File: src/rtl/spi_frame_pkg.sv
// Shared constants, status-bit positions and FSM encoding for the framed SPI master.
package spi_frame_pkg;

  localparam int FRAME_BITS = 32;
  localparam logic [7:0] OPCODE_INIT = 8'h01;

  localparam int STAT_RX_OK     = 5;
  localparam int STAT_HAS_DATA  = 6;
  localparam int STAT_SEND_MASK = 7;

  typedef enum logic [2:0] {
    ST_INIT_GAP,
    ST_SS_SETUP,
    ST_SHIFT,
    ST_SS_HOLD,
    ST_GAP,
    ST_IDLE
  } state_e;

  // The payload field is only meaningful when the slave sets both data flags.
  function automatic logic has_data(input logic [7:0] status);
    return status[STAT_HAS_DATA] & status[STAT_SEND_MASK];
  endfunction

endpackage

File: src/rtl/spi_sck_gen.sv
// SCK generator: one bit period is HALF_DIV clk low followed by HALF_DIV clk high.
// HALF_DIV must be at least 4 so the slave's 2-flop synchronizer sees every phase.
module spi_sck_gen #(
  parameter int HALF_DIV = 8
) (
  input  logic clk,
  input  logic reset,
  input  logic en_i,
  output logic sck_o,
  output logic tick_rise_o,
  output logic tick_sample_o,
  output logic tick_fall_o
);

  localparam int CW = $clog2(2 * HALF_DIV);
  localparam logic [CW-1:0] RISE_AT = CW'(HALF_DIV - 1);
  localparam logic [CW-1:0] HIGH_AT = CW'(HALF_DIV);
  localparam logic [CW-1:0] LAST_AT = CW'(2 * HALF_DIV - 1);

  logic [CW-1:0] cnt_q, cnt_d;

  always_comb begin
    cnt_d = '0;
    if (en_i && (cnt_q != LAST_AT)) begin
      cnt_d = cnt_q + 1'b1;
    end
  end

  always_ff @(posedge clk) begin
    if (reset) begin
      cnt_q <= '0;
    end else begin
      cnt_q <= cnt_d;
    end
  end

  // The last clk of the high phase both samples MISO and precedes the falling edge.
  assign sck_o         = en_i && (cnt_q >= HIGH_AT);
  assign tick_rise_o   = en_i && (cnt_q == RISE_AT);
  assign tick_sample_o = en_i && (cnt_q == LAST_AT);
  assign tick_fall_o   = en_i && (cnt_q == LAST_AT);

endmodule

File: src/rtl/spi_frame_master.sv
// Host-side master for the 32-bit framed SPI slave link: sends a link-init frame
// after reset, then one full-duplex frame per accepted command.
module spi_frame_master
  import spi_frame_pkg::*;
#(
  parameter int HALF_DIV = 8,
  parameter int SS_GUARD = 8,
  parameter logic [7:0] INIT_OPCODE = OPCODE_INIT
) (
  input  logic        clk,
  input  logic        reset,
  output logic        SPI_SCK,
  output logic        SPI_SS,
  output logic        SPI_MOSI,
  input  logic        SPI_MISO,
  input  logic        cmd_valid,
  output logic        cmd_ready,
  input  logic [31:0] cmd_data,
  output logic        rsp_valid,
  output logic [7:0]  rsp_status,
  output logic [23:0] rsp_data,
  output logic        rsp_has_data,
  output logic        link_up,
  output logic        busy
);

  localparam int GW = $clog2(SS_GUARD + 1);
  localparam logic [GW-1:0] GUARD_LAST = GW'(SS_GUARD - 1);
  localparam logic [5:0] BITS_DONE = 6'(FRAME_BITS);

  state_e state_q, state_d;
  logic [GW-1:0] guard_q, guard_d;
  logic [5:0] bit_q, bit_d;
  logic [FRAME_BITS-1:0] tx_q, tx_d;
  logic [FRAME_BITS-1:0] rx_q, rx_d;
  logic rsp_valid_q, rsp_valid_d;
  logic [7:0] rsp_status_q, rsp_status_d;
  logic [23:0] rsp_data_q, rsp_data_d;
  logic rsp_has_data_q, rsp_has_data_d;
  logic link_up_q, link_up_d;
  logic busy_q;

  logic guard_done;
  logic [FRAME_BITS-1:0] rx_next;
  logic rx_has;
  logic sck;
  logic tick_rise, tick_sample, tick_fall;

  spi_sck_gen #(
    .HALF_DIV(HALF_DIV)
  ) u_sck_gen (
    .clk          (clk),
    .reset        (reset),
    .en_i         (state_q == ST_SHIFT),
    .sck_o        (sck),
    .tick_rise_o  (tick_rise),
    .tick_sample_o(tick_sample),
    .tick_fall_o  (tick_fall)
  );

  assign guard_done = (guard_q == GUARD_LAST);
  assign rx_next    = {SPI_MISO, rx_q[FRAME_BITS-1:1]};
  assign rx_has     = has_data(rx_next[7:0]);

  // bit_q counts rising edges, so the frame ends on the sample after the 32nd rise.
  always_comb begin
    state_d        = state_q;
    guard_d        = guard_q;
    bit_d          = bit_q;
    tx_d           = tx_q;
    rx_d           = rx_q;
    rsp_valid_d    = 1'b0;
    rsp_status_d   = rsp_status_q;
    rsp_data_d     = rsp_data_q;
    rsp_has_data_d = rsp_has_data_q;
    link_up_d      = link_up_q;

    unique case (state_q)
      ST_INIT_GAP: begin
        if (guard_done) begin
          guard_d = '0;
          tx_d    = {24'h0, INIT_OPCODE};
          state_d = ST_SS_SETUP;
        end else begin
          guard_d = guard_q + 1'b1;
        end
      end
      ST_SS_SETUP: begin
        if (guard_done) begin
          guard_d = '0;
          bit_d   = '0;
          state_d = ST_SHIFT;
        end else begin
          guard_d = guard_q + 1'b1;
        end
      end
      ST_SHIFT: begin
        if (tick_rise) begin
          bit_d = bit_q + 1'b1;
        end
        if (tick_fall) begin
          tx_d = {1'b0, tx_q[FRAME_BITS-1:1]};
        end
        if (tick_sample) begin
          rx_d = rx_next;
          if (bit_q == BITS_DONE) begin
            state_d        = ST_SS_HOLD;
            rsp_valid_d    = 1'b1;
            rsp_status_d   = rx_next[7:0];
            rsp_has_data_d = rx_has;
            rsp_data_d     = rx_has ? rx_next[31:8] : 24'h0;
            // Only the init frame runs while the link is down.
            if (!link_up_q && rx_next[STAT_RX_OK]) begin
              link_up_d = 1'b1;
            end
          end
        end
      end
      ST_SS_HOLD: begin
        if (guard_done) begin
          guard_d = '0;
          state_d = link_up_q ? ST_GAP : ST_INIT_GAP;
        end else begin
          guard_d = guard_q + 1'b1;
        end
      end
      ST_GAP: begin
        if (guard_done) begin
          guard_d = '0;
          state_d = ST_IDLE;
        end else begin
          guard_d = guard_q + 1'b1;
        end
      end
      ST_IDLE: begin
        if (cmd_valid && cmd_ready) begin
          tx_d    = cmd_data;
          guard_d = '0;
          state_d = ST_SS_SETUP;
        end
      end
      default: begin
        state_d = ST_INIT_GAP;
        guard_d = '0;
      end
    endcase
  end

  always_ff @(posedge clk) begin
    if (reset) begin
      state_q        <= ST_INIT_GAP;
      guard_q        <= '0;
      bit_q          <= '0;
      tx_q           <= '0;
      rx_q           <= '0;
      rsp_valid_q    <= 1'b0;
      rsp_status_q   <= '0;
      rsp_data_q     <= '0;
      rsp_has_data_q <= 1'b0;
      link_up_q      <= 1'b0;
      busy_q         <= 1'b0;
    end else begin
      state_q        <= state_d;
      guard_q        <= guard_d;
      bit_q          <= bit_d;
      tx_q           <= tx_d;
      rx_q           <= rx_d;
      rsp_valid_q    <= rsp_valid_d;
      rsp_status_q   <= rsp_status_d;
      rsp_data_q     <= rsp_data_d;
      rsp_has_data_q <= rsp_has_data_d;
      link_up_q      <= link_up_d;
      busy_q         <= (state_d != ST_IDLE);
    end
  end

  assign SPI_SCK      = sck;
  assign SPI_SS       = !((state_q == ST_SS_SETUP) || (state_q == ST_SHIFT) || (state_q == ST_SS_HOLD));
  assign SPI_MOSI     = (state_q == ST_SHIFT) && tx_q[0];
  assign cmd_ready    = (state_q == ST_IDLE) && link_up_q;
  assign rsp_valid    = rsp_valid_q;
  assign rsp_status   = rsp_status_q;
  assign rsp_data     = rsp_data_q;
  assign rsp_has_data = rsp_has_data_q;
  assign link_up      = link_up_q;
  assign busy         = busy_q;

endmodule

File: config.mk
export PLATFORM = sky130hd
export DESIGN_NAME = spi_frame_master
export DESIGN_NICKNAME = d
export VERILOG_FILES = /design/src/rtl/spi_frame_pkg.sv /design/src/rtl/spi_sck_gen.sv /design/src/rtl/spi_frame_master.sv
export SDC_FILE = /design/constraint.sdc
export NUM_CORES = 1
export LEC_CHECK = 0
export BUFFER_PORTS_ARGS = -buffer_cell sky130_fd_sc_hd__clkbuf_2
export CORE_ASPECT_RATIO = 0.9
export CORE_MARGIN = 5
export CORE_UTILIZATION = 56
export DETAILED_ROUTE_END_ITERATION = 10
export PLACE_DENSITY = 0.86
export SLEW_MARGIN = 40
export SYNTH_ARGS = -nofsm -noshare
export SYNTH_HDL_FRONTEND = slang
export SYNTH_SLANG_ARGS = --single-unit
File: constraint.sdc
create_clock -name clk -period 2.4 [get_ports clk]
set_input_delay 0.6 -clock clk [delete_from_list [all_inputs] [get_ports clk]]
set_output_delay 0.6 -clock clk [all_outputs]
set_load 0.02 [all_outputs]
=== Word-level counts from Yosys, hierarchy flattened ===
Cells that the tools add are included.

* Register bits after elaboration: 117
* Word-level logic and storage cells: 81
* Bits of input ports: 36
* Output and inout port bits: 40

* $lt $le $gt $ge: 1
* Reduce and logical (&&, ||, !) cells: 24
* Equal/unequal tests: 16
* Bitwise logic cells: 4
* Muxes and demuxes: 21
* Add/sub/neg operators: 3

{| class="wikitable"
|+ Operators by type and width
! operator !! count
|-
| 32-bit two-way mux || 3
|-
| 32-bit one-hot mux with 3 select lines || 1
|-
| 24-bit two-way mux || 1
|-
| 3-bit two-way mux || 8
|-
| 3-bit one-hot mux with 6 select lines || 1
|-
| 6-bit two-way mux || 2
|-
| 4-bit one-hot mux with 3 select lines || 1
|-
| 6-bit one-hot mux with 2 select lines || 1
|-
| 2-bit != test (second input constant) || 5
|-
| 4-bit by 1-bit adder with 4-bit output (second input constant) || 2
|-
| 4-bit by 3-bit equality test with 1-bit output (second input constant) || 2
|-
| 1-bit logical AND || 8
|-
| 4-bit two-way mux || 2
|-
| 4-bit AND reduction || 2
|-
| 6-bit by 1-bit adder with 6-bit output (second input constant) || 1
|-
| 3-bit by 2-bit equality test with 1-bit output (second input constant) || 2
|-
| 3-bit equality test (second input constant) || 2
|-
| 6-bit equality test (second input constant) || 1
|-
| 3-bit AND reduction || 2
|-
| 4-bit equality test (second input constant) || 1
|-
| 4-bit >= comparator (second input constant) || 1
|-
| 4-bit != test (second input constant) || 1
|-
| 2-bit AND reduction || 2
|-
| 4-bit OR reduction || 1
|-
| other kinds (12) || 16
|}

=== Longest topological paths before layout ===
Gate-level depths: netlist of the first run.

* Word-level depth: 6
* Gate-level depth with buffers: 8
* Mapped depth without buffers: 6

=== Modules after synthesis ===
A second synthesis of the first run with hierarchy kept.

* Cell total of the unflattened synthesis: 512
* Area, all modules: 4,640.7 um2

{| class="wikitable"
|+ Modules (own cells, without submodules)
! module !! area an instance (um2) !! cells an instance !! instances
|-
| spi_frame_master || 4,441.8 || 488 || 1
|-
| spi_sck_gen || 198.9 || 24 || 1
|}

=== Least setup slack after synthesis of the first run ===
Ideal clock, no wire load.

* Path kind: reg-to-output
* Start point: reg state_q[0]
* End point: out SPI_MOSI
* Data required time: 1.800 ns
* Slack: 0.389 ns
* Stages on the path, launching flop included: 6
* Arrival time: 1.411 ns
* Path buffers: 3
* Cells stage by stage: dfxtp_1 > buf_4 > nor3b_4 > buf_4 > clkbuf_1 > and2_1

* Word-level cells in the longest chain between the ends: 2

{| class="wikitable"
|+ Ends and longest elaborated chain
! element !! line !! RTL
|-
| start: declaration || spi_frame_master.sv:31 || <nowiki>state_e state_q, state_d;</nowiki>
|-
| start signal: assignment || spi_frame_master.sv:163 || <nowiki>state_q <= state_d;</nowiki>
|-
| 3-bit by 2-bit equality test with 1-bit output || spi_frame_master.sv:179 || <nowiki>assign SPI_MOSI = (state_q == ST_SHIFT) && tx_q[0];</nowiki>
|-
| 1-bit logical AND || spi_frame_master.sv:179 ||
|-
| end: declaration || spi_frame_master.sv:14 || <nowiki>output logic SPI_MOSI,</nowiki>
|}

Every way passes these cells.

=== Worst setup path after layout of the first run ===
* Start point: reg state_q[1]
* End point: out SPI_SCK

* Word-level cells in the longest chain between the ends: 2

{| class="wikitable"
|+ Ends and longest elaborated chain
! element !! line !! RTL
|-
| 3-bit by 2-bit equality test with 1-bit output || spi_frame_master.sv:54 || <nowiki>.en_i (state_q == ST_SHIFT),</nowiki>
|-
| 1-bit logical AND || spi_sck_gen.sv:38 || <nowiki>assign sck_o = en_i && (cnt_q >= HIGH_AT);</nowiki>
|-
| end: declaration || spi_frame_master.sv:12 || <nowiki>output logic SPI_SCK,</nowiki>
|}

Every way passes these cells.

==> results.json, run 1 <==
{
  "status": "completed",
  "cts_tree": "done",
  "core_um2": 8450,
  "met2_usage_pct": 36.0,
  "synthCells": 496,
  "grt_max_degree": 49,
  "grt_pass1_vias": 3870,
  "endpoint_kind": "output pin",
  "r2r-start": "state_q[1]",
  "synth_edf_count": 0,
  "crit_fanout": 18,
  "max-vdd-ir-drop_uv": 518,
  "grt_overflow": 0,
  "max-cap-violations": 0,
  "max_freq_ghz": 0.434,
  "maxSlewViolCount": 0,
  "die_area_um2": 10500,
  "powerDensity_nw_per_um2": 797,
  "pre_cts_slack_ns": 0.277,
  "ant_nets": 0,
  "root_buffer": "clkbuf_8",
  "synth-async-reset-ratio_pct": 0,
  "min_period_ns": 2.30,
  "yosys_warnings": 0,
  "synthDistinctLibCells": 52,
  "dp_hpwl_um": 6670,
  "synth_nets": 537,
  "start_kind": "flop",
  "slowest_delay_ns": 0.40,
  "io_buffers": 75,
  "worst_pin_slew_ns": 0.504,
  "die_h_um": 97.8,
  "worst_ep_arrival_time_ns": 1.70,
  "combPwrFrac_pct": 2.2,
  "row_count": 32,
  "first_pass_iters": 5,
  "initial_core_util_pct": 56.8,
  "crit_slowest_cell": "dfxtp_4",
  "swShare_pct": 21.5,
  "clock_latency_ns": 0.51,
  "r2r_end": "rsp_data[0]",
  "internal_power_mw": 3.69,
  "power_switching_mw": 1.01,
  "seq_area_frac_synth_pct": 48.4,
  "final.setup.tns_ns": 0,
  "busiest_layer": "met2",
  "period_share_pct": 95.9,
  "skew_ns": 0.00940,
  "worst-setup-path-type": "flop to output pin",
  "cp.required_ns": 1.80,
  "ctsHoldBuffers": 0,
  "ff2ff_path_depth": 7,
  "cts_max_level": 4,
  "final-instance-count-excl-fill": 695,
  "timing.critical_path.to": "SPI_SCK",
  "antenna_found_initial": 0,
  "setup_slack_ns": 0.0982,
  "cts_made_buffers": 17,
  "rrSetupSlack_ns": 0.26,
  "syn_area_um2": 4790,
  "rsz0062_at_grt": "no",
  "p_leak_nw": 2.25,
  "routedWlPerCell_um": 15.6,
  "nets": 604,
  "clkPwrFrac_pct": 56.4,
  "pwr-share-seq_pct": 41.4,
  "clk_path_buf_depth": 2,
  "drc_errors": 0,
  "synthToLayoutAreaGrowth_pct": 22.9,
  "gp_congestion": 0.834,
  "avgSynthCellArea_um2": 9.67,
  "io_pins": 76,
  "globalRouteTotalUtil_pct": 21.4,
  "grtUsageMet3_pct": 5.55,
  "drt_iter0_markers": 209,
  "min_path_type": "input pin to flop",
  "hold_viol_final": 0,
  "power_mw": 4.70,
  "met1_usage_pct": 26.6,
  "relSlewSlack_pct": 66.4,
  "cp_cell_sequence": "nor3b_4 -> buf_12 -> and2_1 -> clkbuf_2",
  "diodes": 0,
  "vias": 3976,
  "grt_pass1_wl_um": 18400,
  "fp.dieW_um": 108,
  "placed_cells": 660,
  "viasPerCell": 5.72,
  "clk_pin_slew_worst_paths_ns": 0.06,
  "crit_start": "state_q[1]",
  "drive_above_1_share_pct": 28.5,
  "synthFlopType": "dfxtp_1",
  "cts.sinks": 116,
  "wirelength_um": 10800,
  "setup_viol": 0,
  "ys_ff_latch": 116
}
[cells in the mapped netlist (4+ instances only)]
cell      count  area [um2]
a211oi_2     30         375
a21oi_1      42         210
a22o_1       24         210
a22oi_1      31         233
and2_1        5        31.3
buf_2        10        50.1
buf_4         4        30.0
buf_6         8        90.1
clkbuf_1     21        78.8
dfxtp_1     116        2320
ha_1          5        62.6
inv_1         7        26.3
mux2i_1       8        80.1
nand2_1      74         278
nand3_1       6        30.0
nand3b_1      4        30.0
nor2_1       19        71.3
nor3_1       32         160
[stage by stage]
step | hold slack (ns) | utilization (%) | area, um2
global placement | 0.441 | 61.6 | 5210
detailed placement | 0.453 | 61.6 | 5210
global route | 0.339 | 69.7 | 5890
floorplan | 0.430 | - | 4790
CTS | 0.312 | 69.7 | 5890
finish | 0.330 | 69.7 | 5890
[state kept, by name (all words and copies together) (netlist names), 3 cells and up]
signal / flops
rsp_data: 24
state_q: 3
guard_q: 4
rsp_status: 8
rx_q: 31
tx_q: 32
bit_q: 6
u_sck_gen.cnt_q: 4
[cells by family (layout without fill, tap and decap cells)]
kind of cell | count (synthesis) | in the layout | share of synthesized area (%)
XOR/XNOR | 4 | 4 | 0.731
adder cells (fa/ha/maj) | 5 | 5 | 1.30
multiplexers | 8 | 8 | 1.67
buffers and inverters | 51 | 131 | 5.82
AO/OA/AOI/OAI | 146 | 146 | 24.5
AND/OR/NAND/NOR | 166 | 166 | 17.5
flip-flops | 116 | 116 | 48.4
[cell type report]
cell class | count | area, um2
Tap cell | 119 | 149
Clock inverter | 15 | 218
Inverter | 7 | 26.3
Sequential cell | 116 | 2330
Timing Repair Buffer | 92 | 556
Fill cell | 607 | 2560
Multi-Input combinational cell | 329 | 2200
Clock buffer | 17 | 414
[critical path: cells and delay by family, from the launching register on]
kind | cells | cell delay (ns)
flops | 1 | 0.40
simple gates | 2 | 0.43
buf+inv | 2 | 0.36
[layout by cell type (no fill, tap or decap), types with 3 or more instances in the layout]
master,n
inv_6,4
a22oi_1,31
nor3_1,32
clkbuf_2,74
and3b_1,3
buf_4,15
inv_1,7
nor2b_1,3
dfxtp_1,113
a21oi_1,42
a21o_1,3
nand2_1,74
xnor2_1,3
clkbuf_16,16
a22o_1,24
nand3_1,6
bufinv_16,4
and2_1,5
nor2_1,19
mux2i_1,8
a211oi_2,29
ha_1,5
clkinv_4,5
nand3b_1,4
[worst min path at each step]
| stage | from | to | cells after the start |
|---|---|---|---|
| 2_1_floorplan | u_sck_gen.cnt_q[0] | u_sck_gen.cnt_q[0] | 1 |
| 3_3_place_gp | rx_q[1] | rx_q[1] | 2 |
| 3_5_place_dp | rx_q[1] | rx_q[1] | 2 |
| 4_1_cts | SPI_MISO | rx_q[31] | 3 |
| 5_1_grt | SPI_MISO | rsp_data[23] | 2 |
| 6_report | SPI_MISO | rx_q[31] | 3 |
[power groups by stage]
stage	combinational [mW]	sequential, mW	clock, mW
global route	0.116	1.94	2.79
detailed placement	0.103	1.99	0
global placement	0.100	1.99	0
finish	0.105	1.94	2.65
CTS	0.104	1.94	2.68
floorplan	0.0592	1.98	0
[layer usage]
metal,up-vias,wire [um]
met5,-,0
met4,0,187
met3,19,616
met2,125,5370
met1,1905,4660
li1,1927,-
[repair_timing]
| item | in CTS | in global routing |
|---|---|---|
| endpoints found under the setup margin | 2 | 2 |
| buffers inserted | 2 | 0 |
| resized for setup | 3 | 1 |
| gates cloned | 1 | 0 |
| pin swaps | 1 | 0 |
(Power assumes the default switching activity.)
==> run 2: changes to the inputs <==
--- a/config.mk
+++ b/config.mk
@@ -8,9 +8,9 @@
 export BUFFER_PORTS_ARGS = -buffer_cell sky130_fd_sc_hd__clkbuf_2
 export CORE_ASPECT_RATIO = 0.9
 export CORE_MARGIN = 5
-export CORE_UTILIZATION = 56
+export CORE_UTILIZATION = 51
 export DETAILED_ROUTE_END_ITERATION = 10
-export PLACE_DENSITY = 0.86
+export PLACE_DENSITY = 0.83
 export SLEW_MARGIN = 40
 export SYNTH_ARGS = -nofsm -noshare
 export SYNTH_HDL_FRONTEND = slang
==> constraint.sdc (replaced) <==
create_clock -name clk -period 2.1 [get_ports clk]
set_input_delay 0.525 -clock clk [delete_from_list [all_inputs] [get_ports clk]]
set_output_delay 0.525 -clock clk [all_outputs]
set_load 0.02 [all_outputs]
==> results.json, run 2 (synthesis gave the netlist of run 1 again) <==
{
  "status": "completed",
  "drt_iter0_markers": 256,
  "cts_tree": "done",
  "gp_congestion": 0.808,
  "antenna_found_initial": 0,
  "p_leak_nw": 2.26,
  "crit_fanout": 9,
  "routedWlPerCell_um": 15.4,
  "layout_common_cells": "113 x dfxtp_1, 74 x nand2_1, 73 x clkbuf_2",
  "relSlewSlack_pct": 69.4,
  "cts_made_buffers": 17,
  "max-cap-violations": 0,
  "first_pass_iters": 4,
  "viasPerCell": 5.59,
  "vias": 3931,
  "drive_above_1_share_pct": 29.3,
  "synthToLayoutAreaGrowth_pct": 22.8,
  "grt_pass1_vias": 3774,
  "dp_hpwl_um": 6980,
  "clock_latency_ns": 0.51,
  "grt_overflow": 0,
  "final.setup.tns_ns": 0,
  "setup_viol": 0,
  "nets": 609,
  "min_path_type": "input pin to flop",
  "worst_ep_arrival_time_ns": 1.53,
  "clk_path_buf_depth": 2,
  "postLayoutCoreUtil_pct": 64.2,
  "nFillCells": 724,
  "io_pins": 76,
  "die_area_um2": 11400,
  "maxSlewViolCount": 0,
  "grt_max_degree": 35,
  "hold_depth": 2,
  "row_count": 33,
  "rsz0062_at_grt": "no",
  "cp.required_ns": 1.57,
  "start_kind": "flop",
  "diodes": 0,
  "ff2ff_path_depth": 6,
  "die_h_um": 102,
  "max-vdd-ir-drop_uv": 467,
  "skew_ns": 0.00913,
  "ctsHoldBuffers": 0,
  "cts.sinks": 116,
  "min_period_ns": 2.05,
  "max_freq_ghz": 0.487,
  "root_buffer": "clkbuf_8",
  "ant_nets": 0,
  "powerDensity_nw_per_um2": 879,
  "period_share_pct": 97.8,
  "drc_errors": 0,
  "cts_max_level": 4,
  "worst-setup-path-type": "flop to output pin",
  "io_buffers": 75,
  "largest_register_ffs": 32,
  "fp.dieW_um": 112,
  "wirelength_um": 10800,
  "globalRouteTotalUtil_pct": 19.3,
  "power_mw": 5.17,
  "worst_pin_slew_ns": 0.459,
  "endpoint_kind": "output pin",
  "top_register": "tx_q",
  "clk_pin_slew_worst_paths_ns": 0.06,
  "hold_viol_final": 0,
  "layout_commonest_cell": "dfxtp_1",
  "grt_pass1_wl_um": 17900,
  "initial_core_util_pct": 52.3,
  "core_um2": 9170
}
run 2: cell types whose count changed in the layout (fill, tap and decap cells not counted):
cell	previous run	this run
clkinv_2	0	1
dfxtp_2	2	1
and2_1	5	4
clkinvlp_4	1	0
buf_4	15	21
clkinv_8	0	1
dfxtp_4	1	2
bufbuf_16	1	0
clkbuf_2	74	73
bufinv_16	4	2
inv_8	1	0
clkinv_4	5	6
clkbuf_8	1	3
and2_4	0	1
run 2: critical path, stage by stage, from the launching register on:
cell and delay, ns:
dfxtp_4 0.38, buf_4 0.16, and3b_1 0.19, and2_4 0.16
clkbuf_8 0.14
run 2: area by class of cell:
type | count | area, um2 | area share, %
clock buffer | 18 | 428 | 7.27
timing repair buffer | 97 | 577 | 9.80
clock inverter | 14 | 169 | 2.87
tap | 122 | 153 | 2.59
sequential | 116 | 2330 | 39.6
inverter | 7 | 26.3 | 0.446
multi-input combinational | 329 | 2200 | 37.4
run 2: what timing repair did:
| action | 4_1_cts | 5_1_grt |
|---|---|---|
| setup buffers | 3 | 3 |
| setup endpoints to repair | 3 | 3 |
| resized for setup | 7 | 1 |
run 2: path summary, 6_finish.rpt:
kind / startpoint / endpoint / slack, ns
setup reg to reg: guard_q[0] / tx_q[19] / 0.22
setup / recovery: state_q[2] / cmd_ready / 0.05
hold / removal: SPI_MISO / rsp_data[23] / 0.25
hold reg to reg: rx_q[1] / rx_q[1] / 0.46
run 2: through the flow:
step	instance area [um2]	hold WS [ns]	instances	setup WS (ns)
final	5890	0.247	703	0.0457
after global routing	5890	0.247	703	0.00730
after CTS	5860	0.227	700	0.00346
after detailed placement	5230	0.449	665	0.0648
after global placement	5230	0.437	665	0.144
after floorplan	4790	0.430	496	0.164
run 2: where the power goes:
| group | switching (mW) | internal, mW |
|---|---|---|
| registers | 0.00886 | 2.21 |
| logic | 0.0696 | 0.0484 |
| clock network | 1.09 | 1.75 |
run 2: layer usage:
metal | global-route usage [%] | share of wire (%) | vias up
li1 | - | - | 1949
met1 | 23.0 | 43 | 1861
met2 | 33.0 | 51 | 102
met3 | 5.33 | 4.5 | 19
met4 | 8.04 | 1.7 | 0
met5 | 0 | 0 | -
